[src/rtl/apb_timer_multi_pkg.sv]
// Shared definitions for the multi-channel APB timer: register map, CTRL/STAT
// bit positions and prescaler select encodings.
package apb_timer_multi_pkg;

   localparam int CH_STRIDE = 32;
   localparam int CH_LSB    = $clog2(CH_STRIDE);

   localparam logic [4:0] OFF_CTRL = 5'h00;
   localparam logic [4:0] OFF_TDR  = 5'h04;
   localparam logic [4:0] OFF_CMP  = 5'h08;
   localparam logic [4:0] OFF_CNT  = 5'h0C;
   localparam logic [4:0] OFF_STAT = 5'h10;

   localparam int CTRL_W      = 9;
   localparam int CTRL_EN     = 0;
   localparam int CTRL_LOAD   = 1;
   localparam int CTRL_UD     = 2;
   localparam int CTRL_CKS_LO = 3;
   localparam int CTRL_CKS_HI = 4;
   localparam int CTRL_ARL    = 5;
   localparam int CTRL_OVFIE  = 6;
   localparam int CTRL_UDFIE  = 7;
   localparam int CTRL_CMPIE  = 8;

   localparam int STAT_W    = 3;
   localparam int STAT_OVF  = 0;
   localparam int STAT_UDF  = 1;
   localparam int STAT_CMPF = 2;

   typedef enum logic [1:0] {
      CKS_DIV2  = 2'd0,
      CKS_DIV4  = 2'd1,
      CKS_DIV8  = 2'd2,
      CKS_DIV16 = 2'd3
   } cks_e;

   // Low prescaler bits that must reach terminal count for a tick.
   function automatic logic [3:0] cks_mask(input cks_e cks);
      case (cks)
         CKS_DIV2:  return 4'b0001;
         CKS_DIV4:  return 4'b0011;
         CKS_DIV8:  return 4'b0111;
         CKS_DIV16: return 4'b1111;
         default:   return 4'b0001;
      endcase
   endfunction

endpackage

[src/rtl/apb_timer_multi_channel.sv]
// One timer channel: prescaler, up/down counter with optional auto-reload,
// compare match, sticky W1C flags and the channel's interrupt term.
module timer_channel
   import apb_timer_multi_pkg::*;
#(
   parameter int WIDTH = 16
) (
   input  logic              pclk,
   input  logic              preset,
   input  logic              wr_ctrl,
   input  logic              wr_tdr,
   input  logic              wr_cmp,
   input  logic              wr_stat,
   input  logic [31:0]       wdata,
   output logic [CTRL_W-1:0] ctrl,
   output logic [WIDTH-1:0]  tdr,
   output logic [WIDTH-1:0]  cmp,
   output logic [WIDTH-1:0]  cnt,
   output logic [STAT_W-1:0] stat,
   output logic              irq_term
);

   localparam logic [WIDTH-1:0] MAX = '1;

   logic [CTRL_W-1:0] ctrl_q, ctrl_d;
   logic [WIDTH-1:0]  tdr_q, tdr_d;
   logic [WIDTH-1:0]  cmp_q, cmp_d;
   logic [WIDTH-1:0]  cnt_q, cnt_d;
   logic [STAT_W-1:0] stat_q, stat_d;
   logic [3:0]        psc_q, psc_d;

   logic              load;
   logic              tick;
   logic              wrap;
   logic [WIDTH-1:0]  cnt_nxt;
   logic              unused_wdata;

   assign unused_wdata = ^wdata;

   always_comb begin
      load = wr_ctrl & wdata[CTRL_LOAD];
      // Prescaler counts down; a tick fires when its selected low bits hit 1.
      tick = ctrl_q[CTRL_EN] & ~load &
             ((psc_q & cks_mask(cks_e'(ctrl_q[CTRL_CKS_HI:CTRL_CKS_LO]))) == 4'd1);

      if (ctrl_q[CTRL_UD]) begin
         wrap    = (cnt_q == '0);
         cnt_nxt = wrap ? (ctrl_q[CTRL_ARL] ? tdr_q : MAX) : cnt_q - WIDTH'(1);
      end else begin
         wrap    = (cnt_q == MAX);
         cnt_nxt = wrap ? (ctrl_q[CTRL_ARL] ? tdr_q : '0) : cnt_q + WIDTH'(1);
      end

      ctrl_d = ctrl_q;
      tdr_d  = tdr_q;
      cmp_d  = cmp_q;
      cnt_d  = cnt_q;
      psc_d  = psc_q;
      stat_d = stat_q;

      if (wr_ctrl) begin
         ctrl_d            = wdata[CTRL_W-1:0];
         ctrl_d[CTRL_LOAD] = 1'b0;
      end
      if (wr_tdr) tdr_d = wdata[WIDTH-1:0];
      if (wr_cmp) cmp_d = wdata[WIDTH-1:0];
      if (wr_stat) stat_d = stat_q & ~wdata[STAT_W-1:0];

      if (load) begin
         cnt_d = tdr_q;
         psc_d = 4'd0;
      end else if (!ctrl_q[CTRL_EN]) begin
         psc_d = 4'd0;
      end else begin
         psc_d = psc_q - 4'd1;
         if (tick) begin
            cnt_d = cnt_nxt;
            // Flag sets are applied after the W1C clear so a same-cycle set wins.
            if (wrap) begin
               if (ctrl_q[CTRL_UD]) stat_d[STAT_UDF] = 1'b1;
               else                 stat_d[STAT_OVF] = 1'b1;
            end
            if (cnt_nxt == cmp_q) stat_d[STAT_CMPF] = 1'b1;
         end
      end
   end

   always_ff @(posedge pclk) begin
      if (preset) begin
         ctrl_q <= '0;
         tdr_q  <= '0;
         cmp_q  <= '0;
         cnt_q  <= '0;
         stat_q <= '0;
         psc_q  <= '0;
      end else begin
         ctrl_q <= ctrl_d;
         tdr_q  <= tdr_d;
         cmp_q  <= cmp_d;
         cnt_q  <= cnt_d;
         stat_q <= stat_d;
         psc_q  <= psc_d;
      end
   end

   assign ctrl     = ctrl_q;
   assign tdr      = tdr_q;
   assign cmp      = cmp_q;
   assign cnt      = cnt_q;
   assign stat     = stat_q;
   assign irq_term = |(stat_q & {ctrl_q[CTRL_CMPIE], ctrl_q[CTRL_UDFIE], ctrl_q[CTRL_OVFIE]});

endmodule

[src/rtl/apb_timer_multi.sv]
// APB slave wrapping NUM_CH independent timer channels; decodes channel and
// register offset, muxes read data, flags bad accesses and combines interrupts.
module apb_timer_multi
   import apb_timer_multi_pkg::*;
#(
   parameter int NUM_CH = 4,
   parameter int WIDTH  = 16,
   parameter int ADDR_W = 8
) (
   input  logic              pclk,
   input  logic              preset,
   input  logic              psel,
   input  logic              penable,
   input  logic              pwrite,
   input  logic [ADDR_W-1:0] paddr,
   input  logic [31:0]       pwdata,
   output logic [31:0]       prdata,
   output logic              pready,
   output logic              pslverr,
   output logic              irq
);

   logic              access;
   logic [2:0]        ch;
   logic [4:0]        off;
   logic              off_ok;
   logic              err;
   logic              wr_en;
   logic [31:0]       rd_mux;
   logic              irq_q, irq_d;
   logic              unused_paddr;

   logic [CTRL_W-1:0] ch_ctrl [NUM_CH];
   logic [WIDTH-1:0]  ch_tdr  [NUM_CH];
   logic [WIDTH-1:0]  ch_cmp  [NUM_CH];
   logic [WIDTH-1:0]  ch_cnt  [NUM_CH];
   logic [STAT_W-1:0] ch_stat [NUM_CH];
   logic [NUM_CH-1:0] ch_irq;

   assign unused_paddr = ^paddr;
   assign access       = psel & penable;
   assign ch           = paddr[CH_LSB +: 3];
   assign off          = paddr[4:0];

   always_comb begin
      off_ok = (off == OFF_CTRL) || (off == OFF_TDR) || (off == OFF_CMP) ||
               (off == OFF_CNT)  || (off == OFF_STAT);
      err    = access & (({1'b0, ch} >= 4'(NUM_CH)) || !off_ok ||
                         (pwrite && (off == OFF_CNT)));
      wr_en  = access & pwrite & ~err;
   end

   for (genvar g = 0; g < NUM_CH; g++) begin : g_ch
      logic sel;
      assign sel = wr_en && (ch == 3'(g));

      timer_channel #(.WIDTH(WIDTH)) u_ch (
         .pclk     (pclk),
         .preset   (preset),
         .wr_ctrl  (sel && (off == OFF_CTRL)),
         .wr_tdr   (sel && (off == OFF_TDR)),
         .wr_cmp   (sel && (off == OFF_CMP)),
         .wr_stat  (sel && (off == OFF_STAT)),
         .wdata    (pwdata),
         .ctrl     (ch_ctrl[g]),
         .tdr      (ch_tdr[g]),
         .cmp      (ch_cmp[g]),
         .cnt      (ch_cnt[g]),
         .stat     (ch_stat[g]),
         .irq_term (ch_irq[g])
      );
   end

   always_comb begin
      rd_mux = '0;
      for (int i = 0; i < NUM_CH; i++) begin
         if (ch == 3'(i)) begin
            case (off)
               OFF_CTRL: rd_mux = 32'(ch_ctrl[i]);
               OFF_TDR:  rd_mux = 32'(ch_tdr[i]);
               OFF_CMP:  rd_mux = 32'(ch_cmp[i]);
               OFF_CNT:  rd_mux = 32'(ch_cnt[i]);
               OFF_STAT: rd_mux = 32'(ch_stat[i]);
               default:  rd_mux = '0;
            endcase
         end
      end
      irq_d = |ch_irq;
   end

   always_ff @(posedge pclk) begin
      if (preset) irq_q <= 1'b0;
      else        irq_q <= irq_d;
   end

   assign prdata  = (access && !pwrite && !err) ? rd_mux : '0;
   assign pready  = 1'b1;
   assign pslverr = err;
   assign irq     = irq_q;

endmodule

[config.mk]
export PLATFORM = sky130hd
export DESIGN_NAME = apb_timer_multi
export DESIGN_NICKNAME = d
export VERILOG_FILES = /design/src/rtl/apb_timer_multi_pkg.sv /design/src/rtl/apb_timer_multi_channel.sv /design/src/rtl/apb_timer_multi.sv
export SDC_FILE = /design/constraint.sdc
export NUM_CORES = 1
export LEC_CHECK = 0
export BUFFER_PORTS_ARGS = -buffer_cell sky130_fd_sc_hd__buf_4
export CORE_MARGIN = 5
export CORE_UTILIZATION = 34
export DETAILED_ROUTE_END_ITERATION = 7
export MAX_ROUTING_LAYER = met4
export PLACE_DENSITY_LB_ADDON = 0.1
export SLEW_MARGIN = 10
export SYNTH_ARGS = -nofsm -noshare
export SYNTH_HDL_FRONTEND = slang
export SYNTH_HIERARCHICAL = 1
export SYNTH_SLANG_ARGS = --single-unit
export TNS_END_PERCENT = 20
[constraint.sdc]
create_clock -name pclk -period 6.7 [get_ports pclk]
set_input_delay 0.335 -clock pclk [delete_from_list [all_inputs] [get_ports pclk]]
set_output_delay 0.335 -clock pclk [all_outputs]
set_load 0.1 [all_outputs]
==> flow_summary.ini, run 1 <==
[cells_and_area]
drive_gt1_frac = 0.1065
nNetsFinal = 2276
diodes = 0
area_growth_pct = 8.956
finalNonFillerCells = 2940
final_common_cell = nor2_1
fin_util = 0.3750
layout_common_cells = nor2_1, dfxtp_1, mux2i_1

[clocking]
cts_hold_buffers = 0
post-cts-setup-buffer-count = 0
cts_tree = yes
root_buffer = clkbuf_16
clkTransAtPathRegs_ns = 0.06
insertion_delay_ns = 0.55
cts_buffers = 34
cts_htree_levels = 2
max-clock-path-buffers = 3
cts_sinks = 253
cts_resized = 0

[global_routing]
overflow = 0
grt_max_degree = 181
grt_pass1_wl_um = 109100
grt_usage = 0.2410
grt_pass1_vias = 16330
antenna_found_initial = 1

[sta]
post-route-period-util = 0.6203
finalCriticalPeriod_ns = 4.156
rsz0062_at_grt = no
worst_slew_pin_slew_ns = 1.095
maxSlewHeadroom = 0.2642
hold_ws_ns = 0.2172
finClkSkew_ns = 0.01441
finalSetupTns_ns = 0
finalHoldViolations = 0
fmax_ghz = 0.2406
maxSlewViolCount = 0
setup_viol = 0

[synth]
synth_ff_type = dfxtp_1
yosys.area_share.adder = 0.008075
ys_ff_latch = 253
synth-simple-area-share = 0.2313
synth_edf_count = 0
synth_area_mm2 = 0.01859
ys_types = 97
synthArstFlopShare = 0
synth_xor_area_frac = 0.05888
ys_seq_area_frac = 0.2724
synth.mux.area_fraction = 0.1540
synth_area_per_cell_um2 = 8.039
syn_inst = 2313
ys_warn_count = 6
synth_top_family_by_area = simple AND/OR/NAND/NOR gates
synth-compound-area-share = 0.1982

[floorplanning]
die_area_mm2 = 0.05947
core_mm2 = 0.05403
rows = 85
pin_count = 80
initial_core_util = 0.3442
die_w_um = 243.9
die_h_um = 243.9

[run]
maxCapViolCount = 0

[placed_design]
io_buffers = 46
place.gp.congestion = 0.9653
dp_hpwl_um = 49660
dpl.cell_count = 2879

[setup_path]
r2r_start = g_ch[3].u_ch/cnt[0]
r2r_cells = 10
cp_top_family = simple AND/OR/NAND/NOR gates
path_depth = 10
required_ns = 7.19
r2r-end = g_ch[3].u_ch/stat[2]
worstPathCellList = inv_1, ha_1, nor4b_2, nand4_1, o311ai_1, a31o_4, xnor2_1, or4_1, a2111oi_2, a31o_1
worstPathArrival_ns = 4.65
cp_slowest_stage_delay_ns = 0.72
crit_start = g_ch[3].u_ch/cnt[0]
cp-start-kind = flop
r2r_setup_slack_ns = 2.54
crit_fanout = 12
cp-end-kind = flop
cp-endpoint = g_ch[3].u_ch/stat[2]
crit_buf_inv = 1
slowest_stage = nand4_1
worst-setup-path-type = reg -> reg

[drt]
wire_per_inst_um = 24.69
drtPass1Iterations = 7
drc_errors = 0
finalWirelength_um = 72590
via_per_inst = 5.941
drtIter0Drc = 1689
via_count = 17470
ant_nets = 0

[outcome]
status = completed

[power_and_ir_drop]
ir_worst_vdd_mv = 0.1519
power_density_mw_per_mm2 = 183.4
p_leak_uw = 0.006901

[worst_hold_path]
min_from = pwdata[13]
worstHoldPathType = in -> reg
-- Yosys cell counts, types with 11 or more instances --
cell       number  area (µm²)
a22oi_1        34       255.2
ha_1           12       150.1
nor3b_1        12       90.09
mux2i_1       238        2382
a31oi_1        26       162.7
clkbuf_1      113       424.2
and3_1         17       106.4
a21oi_1       111       555.5
inv_1          63       236.5
mux2_2         18       202.7
xnor2_1        73       639.4
a21o_1         11       82.58
nor4_1         38       237.7
o2bb2ai_1      15       131.4
nor2b_1        11       68.82
nor2_1        323        1212
dfxtp_1       253        5065
a22o_1         15       131.4
nand3_1        71       355.3
nand4_1        52       325.3
nand2b_1       15       93.84
o21ai_0        69       345.3
a211o_1        13       113.9
xor2_1         52       455.4
buf_6          12       135.1
and2_1         13       81.33
buf_1          12       45.04
o211ai_1       14       105.1
mux2_1         14       157.7
a211oi_1       53       397.9
buf_2          47       235.2
or3_1          19       118.9
nand2_1       139       521.8
buf_4          40       300.3
or4_1          17       127.6
nor3_1         53       265.3
-- routing by layer --
| metal | GRT usage | part of all wire |
|---|---|---|
| met2 | 0.3662 | 0.44 |
| met5 | - | 0 |
| met4 | 0.07020 | 0.031 |
| met1 | 0.3379 | 0.47 |
| met3 | 0.02937 | 0.056 |
-- through the flow --
| step | setup slack (ns) | instance area, µm² | total power [µW] |
|---|---|---|---|
| after floorplan | 3.108 | 18650 | 1671 |
| final | 2.544 | 20260 | 3715 |
| after global routing | 2.313 | 20260 | 3832 |
| after detailed placement | 2.659 | 19030 | 1743 |
| after global placement | 2.679 | 19030 | 1742 |
| after CTS | 2.639 | 20260 | 3768 |
-- tightest hold or removal path, delay by kind of cell --
kind / cells / cell delay [ns]
buffers and inverters: 1 / 0.21
muxes: 1 / 0.11
and+or+nand+nor: 1 / 0.07
-- state kept, by name, indices dropped and copies added (netlist names) --
| register | flops |
|---|---|
| g_ch.u_ch/tdr | 64 |
| g_ch.u_ch/ctrl | 32 |
| irq | 1 |
| g_ch.u_ch/psc_q | 16 |
| g_ch.u_ch/stat | 12 |
| g_ch.u_ch/cmp | 64 |
| g_ch.u_ch/cnt | 64 |
-- cells by family (layout without fill, tap and decap cells) --
kind of cell | Yosys count | after routing
buffers and inverters | 291 | 207
other | 6 | 21
AOI/OAI and AO/OA | 511 | 511
xor gates and xnor gates | 125 | 125
DFF | 253 | 253
adders and majority gates | 12 | 12
muxes | 276 | 276
and+or+nand+nor | 839 | 839
-- cell type report --
cell class,count,area [µm²]
timing repair buffer,83,641.9
fill,5639,33770
multi-input combinational,1784,12220
clock inverter,8,143.9
sequential,253,5065
tap,696,870.8
clock buffer,53,1086
inverter,63,236.5
-- where the power goes --
| part | leakage, µW | switching, µW | internal, µW |
|---|---|---|---|
| Sequential | 0.00204 | 0.0632 | 1500 |
| Combinational | 0.00426 | 172 | 35.2 |
| Clock | 0.000608 | 737 | 1270 |
-- how the worst min path moves through the flow --
| stage | to | slack (ns) | cells past startpoint |
|---|---|---|---|
| 2_1_floorplan | irq | 0.41 | 1 |
| 3_3_place_gp | g_ch[0].u_ch/psc_q[0] | 0.44 | 1 |
| 3_5_place_dp | g_ch[1].u_ch/psc_q[0] | 0.45 | 1 |
| 4_1_cts | g_ch[1].u_ch/cmp[15] | 0.18 | 3 |
| 5_1_grt | g_ch[2].u_ch/cmp[13] | 0.22 | 3 |
| 6_report | g_ch[2].u_ch/tdr[13] | 0.22 | 3 |
Power figures use the tool's default switching activity.
==> inputs of run 2 (changes only) <==
==> constraint.sdc (replaced) <==
create_clock -name pclk -period 3.9 [get_ports pclk]
set_input_delay 0.195 -clock pclk [delete_from_list [all_inputs] [get_ports pclk]]
set_output_delay 0.195 -clock pclk [all_outputs]
set_load 0.1 [all_outputs]
==> flow_summary.ini, run 2 (synthesis gave the netlist of run 1 again) <==
[power_and_ir_drop]
p_leak_uw = 0.007057
switching_power_uw = 1456
p_seq_frac = 0.444
ir_worst_vdd_mv = 0.3180
p_comb_frac = 0.061
finalPower_uw = 5826
clockPowerShare = 0.495
power_density_mw_per_mm2 = 284.9
switching_share = 0.2500
p_int_uw = 4370

[floorplanning]
die_area_mm2 = 0.05947
initial_core_util = 0.3442
pin_count = 80
rows = 85
die_w_um = 243.9
die_h_um = 243.9
core_mm2 = 0.05403

[worst_hold_path]
worstHoldPathType = in -> reg
min_from = pwdata[7]
hold_depth = 3

[sta]
finalCriticalPeriod_ns = 3.476
fmax_ghz = 0.2877
maxSlewViolCount = 0
worst_slew_pin_slew_ns = 1.042
maxSlewHeadroom = 0.3055
finClkSkew_ns = 0.009858
finalHoldViolations = 0
hold_ws_ns = 0.04865
setup_viol = 0
rsz0062_at_grt = no
finalSetupTns_ns = 0
post-route-period-util = 0.8912

[setup_path]
crit_start = g_ch[3].u_ch/cnt[0]
r2r_cells = 11
crit_fanout = 11
worstPathArrival_ns = 4.00
worst-setup-path-type = reg -> reg
cp-start-kind = flop
cp-endpoint = g_ch[3].u_ch/stat[2]
r2r-end = g_ch[3].u_ch/stat[2]
cp-end-kind = flop
r2r_setup_slack_ns = 0.42
r2r_start = g_ch[3].u_ch/cnt[0]
required_ns = 4.43

[clocking]
cts_tree = yes
post-cts-setup-buffer-count = 0
cts_sinks = 253
clkTransAtPathRegs_ns = 0.06
insertion_delay_ns = 0.58
max-clock-path-buffers = 3
root_buffer = clkbuf_16
cts_htree_levels = 1
cts_hold_buffers = 0
cts_buffers = 31
cts_resized = 0

[cells_and_area]
diodes = 0
fin_util = 0.3785
layout_common_cells = nor2_1, dfxtp_1, mux2i_1
nNetsFinal = 2327
drive_gt1_frac = 0.1242
area_growth_pct = 9.979
design_area_mm2 = 0.02045
final_common_cell = nor2_1

[global_routing]
overflow = 0
grt_max_degree = 98
grt_pass1_wl_um = 108700
grt_usage = 0.2391
antenna_found_initial = 0
grt_pass1_vias = 16270

[placed_design]
dpl-instance-area_mm2 = 0.01946
dp_hpwl_um = 51990
io_buffers = 46
place.gp.congestion = 0.9427

[drt]
drc_errors = 1
drtIter0Drc = 1614
via_count = 17570
wire_per_inst_um = 24.48
drtPass1Iterations = 8
finalWirelength_um = 73000
ant_nets = 0
via_per_inst = 5.893

[outcome]
status = finished with violations
violations = design-rule violations

[run]
maxCapViolCount = 0
[run 2: cell types whose count changed in the layout (fill, tap and decap cells not counted), sizes merged]
cell      delta
buf         +54
bufinv       -1
clkbuf      -14
clkinv       +1
clkinvlp     +2
[run 2: layout make-up]
cell class | instances | area [µm²]
Clock buffer | 39 | 855.8
Inverter | 63 | 236.5
Multi-Input combinational cell | 1784 | 12220
Fill cell | 5598 | 33580
Sequential cell | 253 | 5065
Clock inverter | 10 | 133.9
Tap cell | 696 | 870.8
Timing Repair Buffer | 137 | 1072
[run 2: worst max-delay path, cell delays in order, from the launching register on]
cell	delay, ns
dfxtp_1	0.40
inv_1	0.14
ha_1	0.26
nor4b_2	0.54
nand4_1	0.26
buf_4	0.26
o311ai_0	0.32
a31o_2	0.21
xnor2_1	0.07
or4_1	0.43
a2111oi_2	0.35
a31o_1	0.19
[run 2: stage by stage]
step                      worst slack [ns]  cells
after floorplan                     0.5883   2328
after CTS                           0.5012   2982
after global routing                0.1828   2982
after global placement              0.5583   2933
final                               0.4242   2982
after detailed placement            0.5339   2933
[run 2: power groups by stage]
stage	Sequential, µW	Combinational [µW]	Clock (µW)
6_report	2580	355	2890
5_1_grt	2580	367	3060
4_1_cts	2580	353	2960
3_5_place_dp	2640	353	0
3_3_place_gp	2640	352	0
2_1_floorplan	2640	229	0
[run 2: per-layer routing]
layer,global-route usage,vias to the layer above,routed length [µm]
li1,-,8310,-
met1,0.3357,8599,34070
met2,0.3675,565,32950
met3,0.03113,99,4024
met4,0.05692,0,1957
met5,-,-,0
[run 2: worst min-delay path by stage]
stage / endpoint / slack [ns]
after global routing: g_ch[2].u_ch/ctrl[7] / 0.03
after CTS: g_ch[2].u_ch/ctrl[7] / 0.02
after floorplan: irq / 0.27
after detailed placement: g_ch[2].u_ch/psc_q[0] / 0.45
final: g_ch[0].u_ch/cmp[7] / 0.05
after global placement: g_ch[3].u_ch/psc_q[0] / 0.44
